===== config.mk =====
export PLATFORM = sky130hd
export DESIGN_NAME = led_seq_ctrl
export DESIGN_NICKNAME = d
export VERILOG_FILES = /design/src/rtl/led_pkg.sv /design/src/rtl/led_seq_watchdog.sv /design/src/rtl/led_seq_ctrl.sv
export SDC_FILE = /design/constraint.sdc
export NUM_CORES = 1
export LEC_CHECK = 0
export BUFFER_PORTS_ARGS = -buffer_cell sky130_fd_sc_hd__buf_2
export CORE_MARGIN = 5
export CORE_UTILIZATION = 50
export DETAILED_ROUTE_END_ITERATION = 10
export PLACE_DENSITY = 0.83
export SETUP_SLACK_MARGIN = 0.15
export SYNTH_ARGS = -nofsm -noshare
export SYNTH_HDL_FRONTEND = slang
export SYNTH_SLANG_ARGS = --single-unit

===== constraint.sdc =====
create_clock -name i_clk -period 2.9 [get_ports i_clk]
set_clock_uncertainty 0.05 [all_clocks]
set_input_delay 0.435 -clock i_clk [delete_from_list [all_inputs] [get_ports i_clk]]
set_output_delay 0.435 -clock i_clk [all_outputs]
set_load 0.03 [all_outputs]

===== src/rtl/led_pkg.sv =====
// Shared definitions for the LED pattern sequencer: FSM encoding and LED defaults.
package led_pkg;

    localparam int unsigned LED_W_DEF = 18;
    localparam logic [LED_W_DEF-1:0] LED_OFF = '0;

    typedef logic [2:0] seq_state_t;

    localparam seq_state_t ST_IDLE   = 3'd0;
    localparam seq_state_t ST_ACTIVE = 3'd1;
    localparam seq_state_t ST_GAP    = 3'd2;
    localparam seq_state_t ST_DONE   = 3'd3;
    localparam seq_state_t ST_ERROR  = 3'd4;

endpackage


===== src/rtl/led_seq_watchdog.sv =====
// Per-state watchdog: counts enabled cycles and flags the cycle that reaches the limit.
module led_seq_watchdog #(
    parameter int unsigned TIMEOUT_CYCLES = 64
) (
    input  logic i_clk,
    input  logic i_async_rs_n,
    input  logic i_clear,
    input  logic i_count,
    input  logic i_hold,
    output logic o_expire
);

    localparam int unsigned CW = $clog2(TIMEOUT_CYCLES + 1);

    logic [CW-1:0] r_cnt;
    logic          w_tc;
    logic          w_step;

    assign w_tc     = (r_cnt == CW'(TIMEOUT_CYCLES - 1));
    assign w_step   = i_count && !i_hold;
    // Expiry fires on the edge that would complete the last allowed cycle.
    assign o_expire = w_step && w_tc;

    always_ff @(posedge i_clk or negedge i_async_rs_n) begin
        if (!i_async_rs_n) begin
            r_cnt <= '0;
        end else if (i_clear) begin
            r_cnt <= '0;
        end else if (w_step && !w_tc) begin
            r_cnt <= r_cnt + 1'b1;
        end
    end

endmodule


===== src/rtl/led_seq_ctrl.sv =====
// Initiator-side sequencer: walks pattern blocks with a begin/over handshake,
// muxes the active pattern to the LEDs and guards each state with a watchdog.
module led_seq_ctrl
    import led_pkg::*;
#(
    parameter int unsigned NUM_STATES     = 4,
    parameter int unsigned LED_W          = LED_W_DEF,
    parameter int unsigned TIMEOUT_CYCLES = 64,
    localparam int unsigned IDX_W         = (NUM_STATES > 1) ? $clog2(NUM_STATES) : 1
) (
    input  logic                        i_clk,
    input  logic                        i_async_rs_n,
    input  logic                        i_run,
    input  logic                        i_loop_mode,
    input  logic                        i_hold,
    input  logic [NUM_STATES-1:0]       i_st_over,
    input  logic [NUM_STATES*LED_W-1:0] i_pat_in,
    output logic [NUM_STATES-1:0]       o_st_begin,
    output logic                        o_enabler,
    output logic [LED_W-1:0]            o_led_out,
    output logic [IDX_W-1:0]            o_cur_idx,
    output logic                        o_seq_done,
    output logic                        o_timeout_err
);

    localparam logic [IDX_W-1:0] LAST_IDX = IDX_W'(NUM_STATES - 1);

    seq_state_t             r_state;
    seq_state_t             w_state_d;
    logic [IDX_W-1:0]       r_idx;
    logic [IDX_W-1:0]       w_idx_d;
    logic [NUM_STATES-1:0]  r_st_begin;
    logic                   r_enabler;
    logic [LED_W-1:0]       r_led;
    logic [LED_W-1:0]       w_slice;
    logic                   r_seq_done;
    logic                   r_timeout_err;
    logic                   w_expire;
    logic                   w_wd_clear;
    logic                   w_wd_count;

    assign w_wd_clear = (w_state_d == ST_ACTIVE) && (r_state != ST_ACTIVE);
    assign w_wd_count = (r_state == ST_ACTIVE) && r_enabler;
    assign w_slice    = i_pat_in[w_idx_d * LED_W +: LED_W];

    led_seq_watchdog #(
        .TIMEOUT_CYCLES (TIMEOUT_CYCLES)
    ) u_watchdog (
        .i_clk        (i_clk),
        .i_async_rs_n (i_async_rs_n),
        .i_clear      (w_wd_clear),
        .i_count      (w_wd_count),
        .i_hold       (i_hold),
        .o_expire     (w_expire)
    );

    // run=0 overrides everything; st_over beats a coincident watchdog expiry.
    always_comb begin
        w_state_d = r_state;
        w_idx_d   = r_idx;
        if (!i_run) begin
            w_state_d = ST_IDLE;
            w_idx_d   = '0;
        end else begin
            case (r_state)
                ST_IDLE: begin
                    w_state_d = ST_ACTIVE;
                    w_idx_d   = '0;
                end
                ST_ACTIVE: begin
                    if (i_st_over[r_idx]) begin
                        w_state_d = ST_GAP;
                    end else if (w_expire) begin
                        w_state_d = ST_ERROR;
                    end
                end
                ST_GAP: begin
                    if (r_idx != LAST_IDX) begin
                        w_state_d = ST_ACTIVE;
                        w_idx_d   = r_idx + 1'b1;
                    end else if (i_loop_mode) begin
                        w_state_d = ST_ACTIVE;
                        w_idx_d   = '0;
                    end else begin
                        w_state_d = ST_DONE;
                    end
                end
                ST_DONE, ST_ERROR: ;
                default: begin
                    w_state_d = ST_IDLE;
                    w_idx_d   = '0;
                end
            endcase
        end
    end

    // Outputs are registered from the next state so they line up with the state change.
    always_ff @(posedge i_clk or negedge i_async_rs_n) begin
        if (!i_async_rs_n) begin
            r_state       <= ST_IDLE;
            r_idx         <= '0;
            r_st_begin    <= '0;
            r_enabler     <= 1'b0;
            r_led         <= '0;
            r_seq_done    <= 1'b0;
            r_timeout_err <= 1'b0;
        end else begin
            r_state       <= w_state_d;
            r_idx         <= w_idx_d;
            r_st_begin    <= (w_state_d == ST_ACTIVE) ? (NUM_STATES'(1) << w_idx_d) : '0;
            r_enabler     <= (w_state_d == ST_ACTIVE) && !i_hold;
            r_seq_done    <= (w_state_d == ST_DONE);
            r_timeout_err <= (w_state_d == ST_ERROR);
            case (w_state_d)
                ST_ACTIVE: r_led <= w_slice;
                ST_GAP:    r_led <= r_led;
                default:   r_led <= LED_W'(LED_OFF);
            endcase
        end
    end

    assign o_st_begin    = r_st_begin;
    assign o_enabler     = r_enabler;
    assign o_led_out     = r_led;
    assign o_cur_idx     = r_idx;
    assign o_seq_done    = r_seq_done;
    assign o_timeout_err = r_timeout_err;

endmodule


==> results of run 1 <==
-- per-stage QoR --
step                      area (um^2)  cells   util  setup WS (ns)
after floorplan                  2560    273      -          0.810
after global placement           3070    427  0.610          0.494
after detailed placement         3070    427  0.610          0.402
after CTS                        3180    435  0.630          0.392
after global routing             3180    435  0.630          0.199
final                            3180    435  0.630          0.392
-- sequential cells by signal (all words and copies together) (netlist names) --
name,flops
o_cur_idx,2
o_enabler,1
o_led_out,18
o_seq_done,1
o_st_begin,4
o_timeout_err,1
r_state,3
u_watchdog.r_cnt,7
-- cells in the mapped netlist (2+ instances only) --
cell      instances
inv_1             2
buf_2            15
o21a_1            2
buf_6             6
nor3b_1           3
nor3_1            3
and2_1            2
nand2_1          24
nand3_1          21
ha_1              2
and3_1           21
a21oi_1           6
nand2b_1          3
o211ai_2         18
nor2b_1           3
nand4_1          37
xnor2_1           5
nor2_1           10
dfrtp_1          37
a21boi_0         18
o21ai_0           3
mux2i_1           3
clkbuf_1          5
-- critical path, cell delays in order, from the launching register on --
cell      delay [ns]
dfrtp_1         0.56
ha_1            0.32
nand3b_1        0.15
a211o_1         0.68
and3_1          0.36
o211ai_2        0.15
nand4_1         0.10
-- report_power, final --
| part | internal, mW | switching, mW | leakage [nW] |
|---|---|---|---|
| Sequential | 0.549 | 0.0256 | 0.492 |
| Combinational | 0.116 | 0.184 | 0.987 |
| Clock | 0.215 | 0.184 | 0.0542 |
| Total | 0.880 | 0.393 | 1.53 |
-- worst paths after layout --
kind / start / depth (start not counted) / end
min: i_async_rs_n / 1 / o_led_out[0]$_DFFE_PN0P_
max: o_cur_idx[0]$_DFF_PN0_ / 6 / o_led_out[10]$_DFFE_PN0P_
min in group i_clk: i_hold / 2 / o_enabler$_DFF_PN0_
max in group asynchronous: i_async_rs_n / 1 / u_watchdog.r_cnt[5]$_DFFE_PN0P_
max reg2reg: o_cur_idx[0]$_DFF_PN0_ / 6 / o_led_out[10]$_DFFE_PN0P_
min reg2reg: o_led_out[12]$_DFFE_PN0P_ / 2 / o_led_out[12]$_DFFE_PN0P_
-- kinds of logic (layout without fill, tap and decap cells) --
family | count (synthesis) | in the layout | share of synthesized area
xor+xnor | 5 | 5 | 0.0171
fa+ha+maj | 2 | 2 | 0.00976
buf+inv | 30 | 122 | 0.0703
compound gates | 54 | 54 | 0.192
mux | 4 | 4 | 0.0205
simple gates | 141 | 141 | 0.329
flops | 37 | 37 | 0.361
-- area by class of cell --
| class | instances | area [um^2] | share of cell area |
|---|---|---|---|
| Inverter | 3 | 11.3 | 0.00355 |
| Clock buffer | 7 | 96.3 | 0.0303 |
| Multi-Input combinational cell | 206 | 1470 | 0.463 |
| Timing Repair Buffer | 111 | 578 | 0.182 |
| Tap cell | 70 | 87.6 | 0.0276 |
| Sequential cell | 37 | 926 | 0.292 |
| Clock inverter | 1 | 5.00 | 0.00158 |
-- routing by layer --
| layer | share of wire | wire length [um] | global-route usage |
|---|---|---|---|
| met1 | 0.43 | 3120 | 0.283 |
| met2 | 0.47 | 3440 | 0.365 |
| met3 | 0.083 | 603 | 0.0515 |
| met4 | 0.010 | 74 | 0.0565 |
| met5 | 0 | 0 | 0 |
==> impl_metrics.yaml, run 1 <==
pwr:
  finalPower_mw: 1.27
  ir_worst_vdd_v: 0.000199
  power_leakage_nw: 1.53
  power_density_nw_per_um2: 401
min_path:
  min_path_type: "input pin to asynchronous set/reset pin"
global_route:
  grt_max_degree: 39
  track_usage: 0.218
  grt_pass1_wl_mm: 11.3
  grt_pass1_vias: 2403
  antenna_found_initial: 0
  grt-ovfl-total: 0
final_layout:
  antennaDiodeCount: 0
  fill_cells: 427
  fin_nets: 447
  syn_to_final_growth_pct: 23.9
  final_cell_mix: "107 x buf_2, 37 x nand4_1, 37 x dfrtp_1"
  layout_commonest_cell: "buf_2"
  drive_gt1_frac: 0.414
sta:
  finalCriticalPeriod_ns: 2.51
  fin_setup_tns_ns: 0
  slew_viol_final: 0
  setup_viol: 0
  finalCritPeriodShare: 0.865
  timing.hold.ws_ns: 0.195
  hold_viol: 0
  worstMarginPinSlew_ns: 0.937
  rsz0062_at_grt: "no"
  relSlewSlack: 0.373
  fmax_ghz: 0.399
route:
  wire_per_inst_um: 16.6
  viasPerCell: 5.68
  vias: 2469
  drc: 0
  first_pass_iters: 4
  totalWireLength_mm: 7.24
  drt_iter0_markers: 153
  ant_nets: 0
synthesis:
  synth_flop_cell: "dfrtp_1"
  synth_seq_cells: 37
  netlist_instances: 273
  ys_async_sr_fraction: 1.00
  avgSynthCellArea_um2: 9.39
  syn_nets: 356
  yosys.area.top_type: "dfrtp_1"
  ys_seq_area_frac: 0.361
  syn-cell-area_um2: 2560
  synth_cell_type_count: 47
  synth-warning-count: 0
  synth_edf_count: 0
  synth_top_area_frac: 0.361
  synth_area_leaders: "dfrtp_1 36%, nand4_1 9.0%, o211ai_2 8.8%"
cts:
  clk_pin_slew_worst_paths_ns: 0.07
  clockRootBuffer: "clkbuf_8"
  clock_sinks: 37
  cts_tree: "yes"
  ctsHoldBuffers: 0
  postCtsSetupRepairBufs: 0
  clockBufferDepth: 2
  insertion_delay_ns: 0.29
  numCtsBuffers: 5
  cts_max_level: 2
  cts_resized: 0
worst_setup_path:
  r2r_setup_slack_ns: 0.39
  start_kind: "register"
  arrival_ns: 2.62
  path_class: "register to register"
  cp_max_fo: 38
  crit_required_ns: 3.02
  end_kind: "register"
floorplanning:
  die_x_um: 81.6
  num_rows: 26
  start_util: 0.508
  ios: 108
  dieArea_um2: 6660
  chipHeight_um: 81.6
  core-area_um2: 5040
place:
  gp_congestion: 0.807
  hpwl_mm: 5.03
  io_buffers: 107
job:
  drv_cap: 0
outcome:
  status: "complete, no violations"
No activity file was read; power rests on OpenSTA's default activity.
==> run 2, diff against run 1 <==
--- a/config.mk
+++ b/config.mk
@@ -7,10 +7,11 @@
 export LEC_CHECK = 0
 export BUFFER_PORTS_ARGS = -buffer_cell sky130_fd_sc_hd__buf_2
 export CORE_MARGIN = 5
-export CORE_UTILIZATION = 50
+export CORE_UTILIZATION = 49
 export DETAILED_ROUTE_END_ITERATION = 10
-export PLACE_DENSITY = 0.83
+export PLACE_DENSITY = 0.85
 export SETUP_SLACK_MARGIN = 0.15
 export SYNTH_ARGS = -nofsm -noshare
 export SYNTH_HDL_FRONTEND = slang
+export SYNTH_HIERARCHICAL = 1
 export SYNTH_SLANG_ARGS = --single-unit
==> run 2 against run 1 <==
- worst setup slack worse by 0.0092 ns
- count of clock-buffer cells in the layout unchanged
- design area down 10%
- highest routed layer unchanged
- combinational power down 13%
- core utilization up 2.8 points
- largest cell class unchanged
- synthesized cell count down 27%
- critical path type unchanged
==> impl_metrics.yaml, run 2 <==
cts:
  cts_tree: "yes"
  clk_pin_slew_worst_paths_ns: 0.07
  postCtsSetupRepairBufs: 0
  cts_max_level: 2
  ctsHoldBuffers: 0
  numCtsBuffers: 5
  clockRootBuffer: "clkbuf_8"
  clock_sinks: 37
  insertion_delay_ns: 0.29
  clockBufferDepth: 2
  cts_resized: 0
global_route:
  grt_pass1_wl_mm: 9.83
  track_usage: 0.206
  grt_max_degree: 38
  grt-ovfl-total: 0
  antenna_found_initial: 0
  grt_pass1_vias: 2056
sta:
  fin_setup_tns_ns: 0
  relSlewSlack: 0.396
  hold_viol: 0
  finalCriticalPeriod_ns: 2.52
  finalCritPeriodShare: 0.868
  slew_viol_final: 0
  setup_ws_ns: 0.383
  rsz0062_at_grt: "no"
  worstMarginPinSlew_ns: 0.906
  fmax_ghz: 0.397
  setup_viol: 0
place:
  io_buffers: 107
  gp_congestion: 0.819
  hpwl_mm: 4.59
  dpl_cell_area_um2: 2720
  place_ws_ns: 0.282
floorplanning:
  num_rows: 24
  start_util: 0.498
  die_x_um: 76.3
  chipHeight_um: 76.3
  core-area_um2: 4320
  ios: 108
  dieArea_um2: 5820
route:
  drc: 0
  totalWireLength_mm: 6.16
  wire_per_inst_um: 17.2
  drt_iter0_markers: 113
  vias: 2037
  ant_nets: 0
  first_pass_iters: 4
  viasPerCell: 5.69
synthesis:
  synth_cell_type_count: 49
  syn-cell-area_um2: 2150
  ys_async_sr_fraction: 1.00
  synth_flop_cell: "dfrtp_1"
  synth_top_area_frac: 0.430
  synth_area_leaders: "dfrtp_1 43%, a22oi_1 11%, mux2_2 9.4%"
  netlist_top_cells_count: "37 x dfrtp_1, 33 x a22oi_1, 18 x mux2_2"
  netlist_instances: 198
  ys_seq_area_frac: 0.430
  syn_nets: 281
  synth_seq_cells: 37
  avgSynthCellArea_um2: 10.9
  yosys.area.top_type: "dfrtp_1"
  synth-warning-count: 6
  synth_edf_count: 0
  synth.most_common_cell: "dfrtp_1"
worst_setup_path:
  r2r_end: "o_led_out[7]$_DFFE_PN0P_"
  end_kind: "register"
  r2r_setup_slack_ns: 0.38
  r2r_start: "o_cur_idx[0]$_DFF_PN0_"
  ff2ff_path_depth: 7
  arrival_ns: 2.66
  start_kind: "register"
  path_class: "register to register"
  cp_max_fo: 19
  crit_required_ns: 3.05
pwr:
  ir_worst_vdd_v: 0.000321
  power_density_nw_per_um2: 429
  power_leakage_nw: 1.38
final_layout:
  largest_register_ffs: 18
  fin_util: 0.658
  fill_cells: 357
  layout_commonest_cell: "buf_2"
  fin_area_um2: 2850
  drive_gt1_frac: 0.513
  final_cell_mix: "107 x buf_2, 37 x dfrtp_1, 33 x a22oi_1"
  syn_to_final_growth_pct: 32.1
  antennaDiodeCount: 0
  fin_nets: 388
outcome:
  status: "complete, no violations"
job:
  drv_cap: 0
min_path:
  min_path_type: "input pin to asynchronous set/reset pin"
[run 2: cell count changes after synthesis, sizes merged, moves of 18 or more]
cell    previous run  this run
a22oi              0        36
nand3             22         0
nand2             24         4
and3              21         1
a21boi            18         0
nand4             37         0
mux2               0        19
[run 2: worst max-delay path: stages (launching register included)]
cell and delay [ns]:
dfrtp_1 0.47, ha_1 0.28, nor2b_1 0.19, a21oi_1 0.19, o21ai_2 0.14, a21oi_2 0.69
a22oi_1 0.21, o21ai_0 0.21
[run 2: through the flow]
stage                     std cells  power, mW  hold WS, ns
after floorplan                 198      0.712       0.0894
final                           358       1.22        0.182
after global routing            358       1.28        0.266
after detailed placement        348      0.827        0.451
after global placement          348      0.817        0.443
after CTS                       356       1.22        0.217
[run 2: cell type report]
type	instances	area, um^2	area share
repair buffers	115	608	0.214
clock inverters	1	5.00	0.00176
flip-flops and latches	37	926	0.325
clock buffers	7	96.3	0.0339
multi-input cells	144	1140	0.400
well taps	52	65.1	0.0229
inverters	2	7.51	0.00264
[run 2: how the worst max path moves through the flow]
stage / from / end / slack, ns / cells past startpoint
3_3_place_gp: r_state[0]$_DFF_PN0_ / o_led_out[8]$_DFFE_PN0P_ / 0.43 / 9
4_1_cts: r_state[0]$_DFF_PN0_ / o_led_out[8]$_DFFE_PN0P_ / 0.26 / 9
6_report: o_cur_idx[0]$_DFF_PN0_ / o_led_out[7]$_DFFE_PN0P_ / 0.38 / 7
2_1_floorplan: r_state[1]$_DFF_PN0_ / o_led_out[17]$_DFFE_PN0P_ / 0.48 / 11
3_5_place_dp: r_state[0]$_DFF_PN0_ / o_led_out[8]$_DFFE_PN0P_ / 0.28 / 9
5_1_grt: o_cur_idx[0]$_DFF_PN0_ / o_led_out[1]$_DFFE_PN0P_ / 0.16 / 7
[run 2: logic make-up after synthesis]
family / after synthesis / synth area share
mux: 21 / 0.116
simple gates: 46 / 0.146
compound gates: 75 / 0.253
fa+ha+maj: 2 / 0.0116
flops: 37 / 0.430
buf+inv: 17 / 0.0441
[run 2: report_power, final]
group | internal (mW) | switching (mW) | leakage [nW] | total [mW]
clock network | 0.215 | 0.181 | 0.0542 | 0.396
logic | 0.111 | 0.151 | 0.829 | 0.262
registers | 0.543 | 0.0188 | 0.500 | 0.562
[run 2: layer usage]
| metal | GRT usage | wire (um) | up-vias |
|---|---|---|---|
| met5 | 0 | 0 | - |
| met3 | 0.0544 | 415 | 14 |
| met2 | 0.339 | 3210 | 85 |
| met1 | 0.253 | 2390 | 961 |
| met4 | 0.0927 | 148 | 0 |
| li1 | - | - | 977 |
